===== src/rtl/tclk_sequencer.sv =====
// Emulated CPU clock (T) sequencer with power-clear and synchronous-clear strobes.
// Phases are stretched to a minimum length so flip-flop D inputs settle before each T rise.
module tclk_sequencer #(
    parameter int CW        = 16,
    parameter int MIN_PHASE = 16,
    parameter int PC_HOLD   = 64,
    parameter int SC_TCYC   = 4
) (
    input  logic          U,
    input  logic          _RESET,
    input  logic          run,
    input  logic          step_req,
    output logic          step_ack,
    input  logic          clr_req,
    input  logic [CW-1:0] cfg_lo,
    input  logic [CW-1:0] cfg_hi,
    output logic          T,
    output logic          _PCO,
    output logic          _SCO,
    output logic          busy,
    output logic [31:0]   tcount
);

    localparam int PCW  = $clog2(PC_HOLD + 1);
    localparam int CNTW = (CW > PCW) ? CW : PCW;
    localparam int SCW  = $clog2(SC_TCYC + 1);

    localparam logic [CW-1:0]   MIN_C   = CW'(MIN_PHASE);
    localparam logic [CNTW-1:0] HOLD_C  = CNTW'(PC_HOLD);
    localparam logic [CNTW-1:0] CNT_ONE = CNTW'(1);
    localparam logic [SCW-1:0]  SC_LOAD = SCW'(SC_TCYC);
    localparam logic [SCW-1:0]  SC_ONE  = SCW'(1);

    typedef enum logic [1:0] {S_INIT, S_IDLE, S_LO, S_HI} state_t;

    state_t          state_reg, state_next;
    logic [CNTW-1:0] cnt_reg, cnt_next;
    logic [SCW-1:0]  sc_left_reg, sc_left_next;
    logic            sc_pend_reg, sc_pend_next;
    logic            step_pend_reg, step_pend_next;
    logic            t_reg, t_next;
    logic            pco_reg, pco_next;
    logic            sco_reg, sco_next;
    logic            ack_reg, ack_next;
    logic [31:0]     tcount_reg, tcount_next;

    logic [CW-1:0]   lo_eff, hi_eff;
    logic [CNTW-1:0] lo_load, hi_load, cnt_dec;
    logic            enter_lo, step_acc, sc_active;

    // Counters hold (length - 1) so a phase lasts exactly its effective length.
    assign lo_eff  = (cfg_lo < MIN_C) ? MIN_C : cfg_lo;
    assign hi_eff  = (cfg_hi < MIN_C) ? MIN_C : cfg_hi;
    assign lo_load = CNTW'(lo_eff) - CNT_ONE;
    assign hi_load = CNTW'(hi_eff) - CNT_ONE;
    assign cnt_dec = cnt_reg - CNT_ONE;
    assign sc_active = (sc_left_reg != '0) || sc_pend_reg;

    always_ff @(posedge U or negedge _RESET) begin
        if (!_RESET) begin
            state_reg     <= S_INIT;
            cnt_reg       <= HOLD_C;
            sc_left_reg   <= '0;
            sc_pend_reg   <= 1'b0;
            step_pend_reg <= 1'b0;
            t_reg         <= 1'b0;
            pco_reg       <= 1'b0;
            sco_reg       <= 1'b1;
            ack_reg       <= 1'b0;
            tcount_reg    <= '0;
        end else begin
            state_reg     <= state_next;
            cnt_reg       <= cnt_next;
            sc_left_reg   <= sc_left_next;
            sc_pend_reg   <= sc_pend_next;
            step_pend_reg <= step_pend_next;
            t_reg         <= t_next;
            pco_reg       <= pco_next;
            sco_reg       <= sco_next;
            ack_reg       <= ack_next;
            tcount_reg    <= tcount_next;
        end
    end

    always_comb begin
        state_next     = state_reg;
        cnt_next       = cnt_reg;
        sc_left_next   = sc_left_reg;
        step_pend_next = step_pend_reg;
        t_next         = t_reg;
        pco_next       = pco_reg;
        sco_next       = sco_reg;
        ack_next       = 1'b0;
        tcount_next    = tcount_reg;
        enter_lo       = 1'b0;
        step_acc       = 1'b0;

        case (state_reg)
            S_INIT: begin
                if (cnt_reg <= CNT_ONE) begin
                    state_next = S_IDLE;
                    pco_next   = 1'b1;
                end else begin
                    cnt_next = cnt_dec;
                end
            end
            S_IDLE: begin
                step_acc = step_req && !run && !step_pend_reg;
                if (step_acc) step_pend_next = 1'b1;
                enter_lo = run || sc_active || step_acc;
            end
            S_LO: begin
                if (cnt_reg == '0) begin
                    state_next  = S_HI;
                    cnt_next    = hi_load;
                    t_next      = 1'b1;
                    tcount_next = tcount_reg + 32'd1;
                    if (sc_left_reg != '0) sc_left_next = sc_left_reg - SC_ONE;
                end else begin
                    cnt_next = cnt_dec;
                end
            end
            S_HI: begin
                if (cnt_reg == '0) begin
                    t_next = 1'b0;
                    if (step_pend_reg) begin
                        ack_next       = 1'b1;
                        step_pend_next = 1'b0;
                    end
                    if (run || sc_active) begin
                        enter_lo = 1'b1;
                    end else begin
                        state_next = S_IDLE;
                        sco_next   = 1'b1;
                    end
                end else begin
                    cnt_next = cnt_dec;
                end
            end
            default: state_next = S_INIT;
        endcase

        // _SCO only moves at LO entry so D sees it for the whole low phase.
        if (enter_lo) begin
            state_next = S_LO;
            cnt_next   = lo_load;
            if (sc_pend_reg) begin
                sc_left_next = SC_LOAD;
                sco_next     = 1'b0;
            end else if (sc_left_reg == '0) begin
                sco_next = 1'b1;
            end
        end

        sc_pend_next = (sc_pend_reg && !enter_lo) || (clr_req && (state_reg != S_INIT));
    end

    assign T        = t_reg;
    assign _PCO     = pco_reg;
    assign _SCO     = sco_reg;
    assign step_ack = ack_reg;
    assign tcount   = tcount_reg;
    assign busy     = (state_reg == S_LO) || (state_reg == S_HI);

endmodule


===== config.mk =====
export PLATFORM = sky130hd
export DESIGN_NAME = tclk_sequencer
export DESIGN_NICKNAME = d
export VERILOG_FILES = /design/src/rtl/tclk_sequencer.sv
export SDC_FILE = /design/constraint.sdc
export NUM_CORES = 1
export LEC_CHECK = 0
export CAP_MARGIN = 10
export CORE_ASPECT_RATIO = 0.8
export CORE_MARGIN = 5
export CORE_UTILIZATION = 40
export CTS_CLUSTER_DIAMETER = 50
export DETAILED_ROUTE_END_ITERATION = 10
export SLEW_MARGIN = 20
export SYNTH_ARGS = -nofsm -noshare
export SYNTH_HDL_FRONTEND = slang
export SYNTH_SLANG_ARGS = --single-unit

===== constraint.sdc =====
create_clock -name U -period 3.7 [get_ports U]
set_clock_uncertainty 0.15 [all_clocks]
set_input_delay 0.74 -clock U [delete_from_list [all_inputs] [get_ports U]]
set_output_delay 0.74 -clock U [all_outputs]
set_load 0.005 [all_outputs]

# == After elaboration in Yosys (flattened, before gate mapping) ==
# Index checks and enable logic that the tools add are counted.
# totals
input_bits,37
out_inout_bits,37
elab_cells,91
regBits,59
# classes
add_sub_neg,5
order_cmp,3
reduce_logical,26
muxes,35
eq_ne,12
# ops
operator,n
two-way mux 16 bit,6
one-hot mux 16 bit (3 select lines),1
"subtractor 16 x 1 -> 16 bit, second input constant",3
"adder 32 x 1 -> 32 bit, second input constant",1
"less-than comparator 16 x 5 -> 1 bit, second input constant",2
"inequality test 3 bit, second input constant",6
"<= comparator 16 x 1 -> 1 bit, second input constant",1
zero test 16 bit,1
two-way mux 3 bit,5
two-way mux 1 bit,14
two-way mux 2 bit,5
AND reduction 3 bit,3
"inequality test 2 bit, second input constant",3
one-hot mux 1 bit (2 select lines),3
one-hot mux 2 bit (3 select lines),1
nonzero test 2 bit,3
logical OR 1 bit,5
AND reduction 5 bit,1
"equality test 2 bit, second input constant",2
logical AND 1 bit,4
AND reduction 2 bit,2
nonzero test 4 bit,1
zero test 1 bit,3
zero test 3 bit,1
4 further kinds,4

# == Depth between registers and ports, before layout ==
# Gate-level depths: netlist of run 1.
# depth
depth_word,9
ltp_mapped,10
ltp_nobuf,10

# == Worst setup path after synthesis of run 1 ==
# No wires, ideal clock.
# synth_timing
path_type,input to register
startpoint,in cfg_hi[14]
endpoint,reg cnt_reg[10]
setup_ns,0.065
arrival_ns,3.717
slack_ns,-0.233
path_stages,10
required_ns,3.485
n_path_buf,0
cell_sequence,nor4_1 nand4_1 nand2_1 ha_1 or4b_2 or4_1 nor3b_1 a21oi_1 a2111oi_0 a211o_1
# synth_via
elab_chain_cells,6
# synth_lines
element,line,source
from (decl),16,"input logic [CW-1:0] cfg_hi,"
less-than comparator 16 x 5 -> 1 bit,53,assign hi_eff = (cfg_hi < MIN_C) ? MIN_C : cfg_hi;
two-way mux 16 bit,53,
subtractor 16 x 1 -> 16 bit,55,assign hi_load = CNTW'(hi_eff) - CNT_ONE;
two-way mux 16 bit,113,if (cnt_reg == '0) begin
one-hot mux 16 bit (3 select lines),98,case (state_reg)
two-way mux 16 bit,144,if (enter_lo) begin
to (signal assigned),73,cnt_reg <= cnt_next;
to (decl),37,"logic [CNTW-1:0] cnt_reg, cnt_next;"
# No other way between the ends.
# A chain may end at the register's enable or synchronous reset.

# == Final worst setup path of run 1 ==
# layout_timing
startpoint,in cfg_hi[13]
endpoint,reg cnt_reg[10]
# Same word-level chain as after synthesis.

==> results of run 1 <==
-- cell usage in the layout, fill, tap and decap left out, drive strengths merged, types with 3 or more instances in the layout --
| master | netlist | layout |
|---|---|---|
| clkbuf | 5 | 11 |
| ha | 7 | 7 |
| and2 | 5 | 5 |
| nor2b | 3 | 3 |
| clkdlybuf4s50 | 0 | 70 |
| xnor2 | 39 | 39 |
| nand2 | 52 | 52 |
| or3 | 6 | 6 |
| o2111ai | 3 | 3 |
| nor4 | 9 | 9 |
| nor4b | 4 | 4 |
| a31oi | 9 | 9 |
| a21oi | 14 | 14 |
| nor3 | 17 | 17 |
| a211o | 3 | 3 |
| and3 | 11 | 11 |
| nor2 | 37 | 37 |
| nand4 | 10 | 10 |
| inv | 8 | 8 |
| o21ai | 25 | 25 |
| xor2 | 18 | 18 |
| a2111oi | 3 | 3 |
| or4 | 8 | 8 |
| and4 | 4 | 4 |
| nand3 | 19 | 19 |
| o211ai | 10 | 10 |
| buf | 7 | 51 |
| dfrtp | 57 | 57 |
-- final timing paths --
kind | from | end | slack (ps)
worst max-delay path | cfg_hi[13] | cnt_reg[10]$_DFFE_PN0P_ | 170
worst min-delay path | tcount[31]$_DFFE_PN0P_ | tcount[31]$_DFFE_PN0P_ | 320
worst max register to register | cnt_reg[11]$_DFFE_PN0P_ | cnt_reg[0]$_DFFE_PN0P_ | 610
worst min register to register | tcount[31]$_DFFE_PN0P_ | tcount[31]$_DFFE_PN0P_ | 320
max in group asynchronous | _RESET | _SCO$_DFF_PN1_ | 2150
min in group asynchronous | _RESET | tcount[10]$_DFFE_PN0P_ | 350
-- area by class of cell --
| cell class | count | area [um^2] | share of cell area [%] |
|---|---|---|---|
| multi-input combinational | 348 | 2287 | 42.53 |
| clock inverter | 4 | 73.82 | 1.373 |
| timing repair buffer | 123 | 1106 | 20.57 |
| sequential | 59 | 1479 | 27.50 |
| clock buffer | 11 | 252.7 | 4.700 |
| tap | 119 | 148.9 | 2.769 |
| inverter | 8 | 30.03 | 0.5584 |
-- metal layers --
| layer | vias to the layer above | routed length (um) | share of wire [%] | track usage [%] |
|---|---|---|---|---|
| li1 | 1826 | - | - | - |
| met1 | 1741 | 5379 | 50 | 28.19 |
| met2 | 87 | 4832 | 44 | 29.35 |
| met3 | 5 | 601 | 5.5 | 4.424 |
| met4 | 0 | 46 | 0.42 | 2.905 |
| met5 | - | 0 | 0 | 0 |
-- per-stage QoR --
| step | setup WS (ps) | cells | area [um^2] | util (%) | TNS, ps |
|---|---|---|---|---|---|
| 6_report | 165.8 | 672 | 5378 | 56.67 | 0 |
| 5_1_grt | -65.58 | 672 | 5378 | 56.67 | -65.58 |
| 4_1_cts | 0.09459 | 671 | 5351 | 56.39 | 0 |
| 3_5_place_dp | -433.1 | 654 | 5005 | 52.74 | -848.1 |
| 3_3_place_gp | -321.0 | 654 | 5005 | 52.74 | -577.2 |
| 2_1_floorplan | 10.48 | 427 | 3845 | - | 0 |
-- kinds of logic (layout without fill, tap and decap cells) --
| family | count (synthesis) | count (layout) | share of synthesized area (%) |
|---|---|---|---|
| AOI/OAI and AO/OA | 88 | 88 | 15.81 |
| xor gates and xnor gates | 57 | 57 | 13.03 |
| adders and majority gates | 7 | 7 | 2.287 |
| buffers and inverters | 20 | 146 | 2.548 |
| DFF | 59 | 59 | 38.61 |
| muxes | 2 | 2 | 0.5227 |
| and+or+nand+nor | 194 | 194 | 27.18 |
-- power groups by stage --
stage / Clock (mW) / Sequential [mW] / Combinational, mW
4_1_cts: 0.922 / 0.788 / 0.365
3_3_place_gp: 0 / 0.794 / 0.356
3_5_place_dp: 0 / 0.797 / 0.365
5_1_grt: 0.954 / 0.801 / 0.410
2_1_floorplan: 0 / 0.775 / 0.220
6_report: 0.914 / 0.791 / 0.365
-- critical path: stages --
cell	delay [ps]
clkdlybuf4s50_1	460
nor4_4	270
nand4_1	190
nand2_1	140
ha_1	170
or4b_4	480
or4_4	440
buf_4	140
a21oi_1	180
a2111oi_2	90
a211o_1	280
-- timing repair --
item                                    CTS  global route
endpoints found under the setup margin    1             2
pin swaps                                 1             5
resized for setup                         2             5
buffers inserted                          2             1
==> impl_metrics.json, run 1 <==
{
  "outcome": "completed",
  "cp_data_arrival_time_ps": 3590,
  "ant_nets": 0,
  "dieArea_mm2": 0.01164,
  "startpoint_type": "primary input",
  "wl_per_cell_um": 16.16,
  "drive_gt1_share_pct": 15.73,
  "insertion_delay_ps": 320,
  "drtIter0Drc": 399,
  "wirelength_mm": 10.86,
  "maxSlewHeadroom_pct": 46.91,
  "syn_to_final_growth_pct": 40.41,
  "synth_edf_count": 0,
  "drv_slew": 0,
  "ys_ff_latch": 59,
  "tightest_slew_ps": 796.3,
  "whs_ps": 315.0,
  "hpwl_mm": 8.341,
  "antenna_found_initial": 0,
  "syn_area_mm2": 0.003830,
  "hold_viol": 0,
  "cp-end-kind": "register",
  "synth_nets": 471,
  "vdd_drop_max_v": 0.0002103,
  "grt_use_total_pct": 19.19,
  "clock.fmax_mhz": 283.0,
  "p_sw_mw": 0.5591,
  "cts_hold_buffers": 0,
  "fillers": 863,
  "p_leak_nw": 2.207,
  "initial_core_util_pct": 40.36,
  "drc": 0,
  "synth_top_area_cell": "dfrtp_1",
  "diodes": 0,
  "gp_congestion": 0.8562,
  "die_w_um": 119.4,
  "die_y_um": 97.52,
  "grt_overflow": 0,
  "drt_first_pass_iters": 4,
  "finalSetupViolCount": 0,
  "vias": 3659,
  "via_per_inst": 5.445,
  "p_per_area_mw_per_mm2": 385.0,
  "rr_worst_depth": 7,
  "seqPwrFrac_pct": 38.2,
  "largest_register_ffs": 32,
  "synthCells": 427,
  "clkTransAtPathRegs_ps": 50,
  "synth_cell_type_count": 60,
  "fin_total_pwr_mw": 2.070,
  "grt_pass1_vias": 3592,
  "rows": 32,
  "criticalPathCategory": "in2reg",
  "cts_root_buf": "clkbuf_16",
  "grt_pass1_wl_mm": 18.24,
  "critPathMaxFanout": 3,
  "cp.required_ps": 3750,
  "synth-warning-count": 0,
  "combPwrFrac_pct": 17.6,
  "async_reset_ff_share_pct": 100.0,
  "synth.area.top_cells": "dfrtp_1 37%, xnor2_1 8.9%, nand2_1 5.1%",
  "synthTopCellsByCount": "57 x dfrtp_1, 52 x nand2_1, 39 x xnor2_1",
  "ys_seq_area_share_pct": 38.61,
  "hold_path_class": "reg2reg",
  "synth_top_area_share_pct": 37.24,
  "final_nets": 593,
  "cts_tree": "done",
  "htree_levels": 3,
  "netSwitchingFraction_pct": 27.01,
  "grt_max_degree": 37,
  "portBuffers": 73,
  "avgSynthCellArea_um2": 8.969,
  "whs_path_depth": 1,
  "cts_buffers": 9,
  "io_pins": 74,
  "cap_violations": 0,
  "cts_buffer_depth": 2,
  "core_area_mm2": 0.009489,
  "clkPwrFrac_pct": 44.2,
  "clock-sinks": 59,
  "post-synth-top-count-cell": "dfrtp_1",
  "min_period_ps": 3534,
  "power.internal_mw": 1.511,
  "synth_ff_type": "dfrtp_1",
  "period_share_pct": 95.52
}
No activity file was read; power rests on OpenSTA's default activity.
==> run 2, diff against run 1 <==
Settings changed: CAP_MARGIN 10 to unset, CORE_MARGIN 5 to unset.
==> run 2 against run 1 <==
The run now ends with design-rule violations left. Sequential share of layout area up 0.40 points. Register-to-register slack worse by 100 ps. Flip-flop and latch count unchanged. Critical path depth unchanged. Sequential power about the same.
==> impl_metrics.json, run 2 (synthesis gave the netlist of run 1 again) <==
{
  "wirelength_mm": 10.66,
  "routed-wl-met3_um": 699,
  "top_layer_used": "met4",
  "via_per_inst": 5.534,
  "startpoint_type": "primary input",
  "die_w_um": 111.4,
  "final_nets": 593,
  "grt_pass1_wl_mm": 17.11,
  "hold_viol": 0,
  "p_per_area_mw_per_mm2": 357.8,
  "core_area_mm2": 0.009193,
  "fin_total_pwr_mw": 1.896,
  "rr_worst_depth": 6,
  "ant_nets": 0,
  "largest_register_ffs": 32,
  "hpwl_mm": 8.161,
  "vias": 3697,
  "final_common_cell": "clkdlybuf4s50_1",
  "diodes": 0,
  "drt_first_pass_iters": 8,
  "clock-sinks": 59,
  "cp_data_arrival_time_ps": 3680,
  "seq_area_mm2": 0.001479,
  "p_leak_nw": 2.166,
  "setup.worst_path.end": "cnt_reg[10]$_DFFE_PN0P_",
  "cts_hold_buffers": 0,
  "drv_slew": 0,
  "wl_per_cell_um": 15.96,
  "vdd_drop_max_v": 0.0003498,
  "insertion_delay_ps": 320,
  "grt_pass1_vias": 3359,
  "cts_buffers": 9,
  "criticalPathCategory": "in2reg",
  "grt_overflow": 0,
  "period_share_pct": 96.25,
  "violations": "design-rule violations",
  "rows": 31,
  "reg2reg_from": "cnt_reg[11]$_DFFE_PN0P_",
  "met1_length_mm": 5.431,
  "dieArea_mm2": 0.009973,
  "io_pins": 74,
  "critPathMaxFanout": 5,
  "drive_gt1_share_pct": 15.19,
  "fin_cells": 668,
  "htree_levels": 3,
  "wl_met2_mm": 4.455,
  "fillers": 817,
  "gp_congestion": 0.8736,
  "drc": 6,
  "clock.fmax_mhz": 280.8,
  "initial_core_util_pct": 41.66,
  "maxSlewHeadroom_pct": 47.94,
  "final_cell_mix": "71 x clkdlybuf4s50_1, 57 x dfrtp_1, 52 x nand2_1",
  "rrSetupSlack_ps": 510,
  "clkTransAtPathRegs_ps": 50,
  "cts_tree": "done",
  "drtIter0Drc": 312,
  "cp.required_ps": 3820,
  "grt_use_total_pct": 22.17,
  "timing.setup.tns_ps": 0,
  "grt_max_degree": 60,
  "cts_root_buf": "clkbuf_16",
  "finalSetupViolCount": 0,
  "cts_buffer_depth": 2,
  "tightest_slew_ps": 780.8,
  "portBuffers": 73,
  "rr_endpoint": "cnt_reg[13]$_DFFE_PN0P_",
  "placedCellCount": 648,
  "hold_path_class": "reg2reg",
  "outcome": "finished with violations",
  "rsz0062_at_grt": "false",
  "syn_to_final_growth_pct": 38.39,
  "die_y_um": 89.52,
  "min_period_ps": 3561,
  "cp-end-kind": "register",
  "cap_violations": 0,
  "multi_input_area_mm2": 0.002282,
  "antenna_found_initial": 0,
  "startpoint": "cfg_hi[12]"
}
## run 2: layout make-up
type                       instances  share of cell area, %
multi-input combinational        348                  43.06
sequential                        59                  27.90
timing repair buffer             123                  20.82
clock buffer                      12                  4.651
tap                              115                  2.715
inverter                           8                 0.5666
clock inverter                     3                 0.2833
## run 2: critical path, cell delays in order
cell             delay [ps]
clkdlybuf4s50_1         460
nor4_4                  280
nand4_1                 200
nand2_1                 140
ha_1                    170
or4b_4                  510
or4_4                   450
nor3b_2                 160
a21oi_1                  50
a2111oi_1               380
a211o_1                 140
## run 2: worst min path at each step
| stage | from | to | slack (ps) | cells after the start |
|---|---|---|---|---|
| final | tcount[31]$_DFFE_PN0P_ | tcount[31]$_DFFE_PN0P_ | 310 | 1 |
| after global routing | _PCO$_DFFE_PN0P_ | _PCO$_DFFE_PN0P_ | 330 | 1 |
| after CTS | tcount[31]$_DFFE_PN0P_ | tcount[31]$_DFFE_PN0P_ | 320 | 1 |
| after detailed placement | _PCO$_DFFE_PN0P_ | _PCO$_DFFE_PN0P_ | 310 | 1 |
| after global placement | _PCO$_DFFE_PN0P_ | _PCO$_DFFE_PN0P_ | 300 | 1 |
| after floorplan | _RESET | T$_DFFE_PN0P_ | 290 | 0 |
## run 2: per-layer routing
| layer | vias to the layer above | GRT usage, % |
|---|---|---|
| met2 | 119 | 32.33 |
| met4 | 0 | 5.037 |
| met3 | 10 | 6.780 |
| li1 | 1819 | - |
| met5 | - | 0 |
| met1 | 1749 | 32.02 |
## run 2: metrics by stage
stage	cell area, um^2	util (%)	hold WS, ps	setup slack, ps
after global routing	5300	57.66	333.1	3.524
after global placement	4985	54.23	301.9	-396.5
after detailed placement	4985	54.23	306.4	-467.1
after CTS	5266	57.29	316.9	128.2
after floorplan	3845	-	294.4	10.48
final	5300	57.66	311.2	138.7
## run 2: where the power goes
| group | internal (mW) | switching, mW |
|---|---|---|
| logic | 0.180 | 0.198 |
| clock network | 0.463 | 0.268 |
| registers | 0.712 | 0.0766 |
## run 2: what timing repair did
| action | 4_1_cts | 5_1_grt |
|---|---|---|
| hold endpoints to repair | 0 | 0 |
| pin swaps | 1 | 4 |
| gates resized for setup | 2 | 3 |
| setup buffers | 2 | 3 |
| setup endpoints to repair | 1 | 1 |
==> run 3, diff against run 2 <==
Settings changed: CTS_CLUSTER_DIAMETER 50 to 30, REMOVE_ABC_BUFFERS set to 1, TNS_END_PERCENT set to 5.
==> run 3 against run 2 <==
The run still ends with design-rule violations left. Via count rose by 0.49%. Die area did not move. Maximum frequency increased by 4.3%. Critical path type unchanged. Core utilization increased by 0.26 points. Setup slack improved by 150 ps. Sequential power about the same. First-iteration DRC count grew 28%. Flip-flop and latch count is the same. Non-clock buffer count decreased by 5.
==> impl_metrics.json, run 3 (synthesis gave the netlist of run 1 again) <==
{
  "outcome": "finished with violations",
  "violations": "design-rule violations",
  "die_w_um": 111.4,
  "cts_buffers": 9,
  "cts_hold_buffers": 0,
  "cts_root_buf": "clkbuf_16",
  "stdcell_area_mm2": 0.005324,
  "fillers": 835,
  "grt_pass1_wl_mm": 17.38,
  "placed_area_mm2": 0.004940,
  "portBuffers": 73,
  "wirelength_mm": 10.56,
  "ant_nets": 0,
  "cp.required_ps": 3760,
  "htree_levels": 3,
  "core_area_mm2": 0.009193,
  "clock.fmax_mhz": 292.9,
  "rsz0062_at_grt": "false",
  "dieArea_mm2": 0.009973,
  "die_y_um": 89.52,
  "final_cell_mix": "69 x clkdlybuf4s50_1, 57 x dfrtp_1, 52 x nand2_1",
  "initial_core_util_pct": 41.66,
  "final_nets": 588,
  "clock-sinks": 59,
  "cp_data_arrival_time_ps": 3470,
  "drv_slew": 0,
  "syn_to_final_growth_pct": 39.01,
  "largest_register_ffs": 32,
  "drt_first_pass_iters": 8,
  "grt_overflow": 0,
  "antenna_found_initial": 0,
  "drtIter0Drc": 399,
  "final_core_util_pct": 57.91,
  "cp-end-kind": "register",
  "vias": 3715,
  "critPathMaxFanout": 3,
  "tightest_slew_ps": 745.6,
  "cts_tree": "done",
  "cap_violations": 0,
  "startpoint_type": "primary input",
  "min_period_ps": 3415,
  "gp_congestion": 0.9160,
  "clkTransAtPathRegs_ps": 50,
  "io_pins": 74,
  "vdd_drop_max_v": 0.0001812,
  "rows": 31,
  "grt_max_degree": 28,
  "p_per_area_mw_per_mm2": 376.6,
  "finalSetupViolCount": 0,
  "p_leak_nw": 2.176,
  "wl_per_cell_um": 15.93,
  "period_share_pct": 92.29,
  "cts_buffer_depth": 2,
  "final_common_cell": "clkdlybuf4s50_1",
  "via_per_inst": 5.603,
  "grt_use_total_pct": 22.28,
  "insertion_delay_ps": 320,
  "rr_worst_depth": 6,
  "diodes": 0,
  "hold_viol": 0,
  "hpwl_mm": 7.931,
  "drc": 10,
  "drive_gt1_share_pct": 15.33,
  "hold_path_class": "in2async",
  "maxSlewHeadroom_pct": 49.91,
  "criticalPathCategory": "in2reg",
  "grt_pass1_vias": 3482
}
run 3: cell types whose count changed in the layout (fill, tap and decap cells not counted), moves of 2 or more:
cell	previous run	this run
clkdlybuf4s50_1	71	69
dlymetal6s2s_1	1	3
buf_4	50	45
clkinv_2	3	1
clkbuf_1	2	0
nor3_1	17	15
clkinvlp_4	0	2
nor3_2	0	2
run 3: worst max-delay path: stages:
cell and delay (ps):
clkdlybuf4s50_1 430, nor3_2 220, nand4_1 180, nand2_1 140, ha_1 190, or4b_4 490, or4_4 440, buf_4 150
a21oi_1 170, a2111oi_2 90, a211o_1 230
run 3: timing repair:
action	CTS	global route
buffers inserted	2	2
pin swaps	4	4
endpoints found under the hold margin	0	0
setup endpoints to repair	2	2
gates resized for setup	3	9
cloned	0	0
run 3: per-stage QoR:
step | setup TNS, ps | std cells | setup WS, ps | hold WS, ps | total power [mW]
after floorplan | -232.6 | 415 | -232.6 | 294.4 | 0.9939
after global placement | -643.1 | 644 | -377.1 | 304.8 | 1.156
after detailed placement | -1027 | 644 | -495.6 | 309.9 | 1.163
after CTS | 0 | 661 | 13.59 | 278.7 | 2.017
after global routing | 0 | 663 | 106.9 | 294.0 | 2.105
final | 0 | 663 | 285.4 | 267.8 | 2.005
run 3: final timing paths:
check,from,end,slack (ps)
min in group U,_PCO$_DFFE_PN0P_,_PCO$_DFFE_PN0P_,320
max in group asynchronous,_RESET,cnt_reg[6]$_DFFE_PN1P_,2390
max,cfg_hi[6],cnt_reg[10]$_DFFE_PN0P_,290
min,_RESET,tcount[11]$_DFFE_PN0P_,270
max reg2reg,cnt_reg[11]$_DFFE_PN0P_,cnt_reg[10]$_DFFE_PN0P_,570
min reg2reg,_PCO$_DFFE_PN0P_,_PCO$_DFFE_PN0P_,320
run 3: cell type report:
cell class	count	area, um^2	share of cell area, %
sequential	59	1479	27.78
inverter	8	30.03	0.5640
clock inverter	4	50.05	0.9401
multi-input combinational	348	2297	43.15
timing repair buffer	118	1071	20.12
tap	115	143.9	2.703
clock buffer	11	252.7	4.747
run 3: routing by layer:
| metal | share of wire [%] | global-route usage [%] |
|---|---|---|
| met1 | 50 | 30.82 |
| met2 | 44 | 34.77 |
| met3 | 4.8 | 5.627 |
| met4 | 1.4 | 6.265 |
| met5 | 0 | 0 |
run 3: power by group:
part	switching [mW]	total, mW	internal, mW
Clock	0.288	0.840	0.552
Sequential	0.0777	0.789	0.711
Combinational	0.194	0.377	0.183
Total	0.559	2.01	1.45
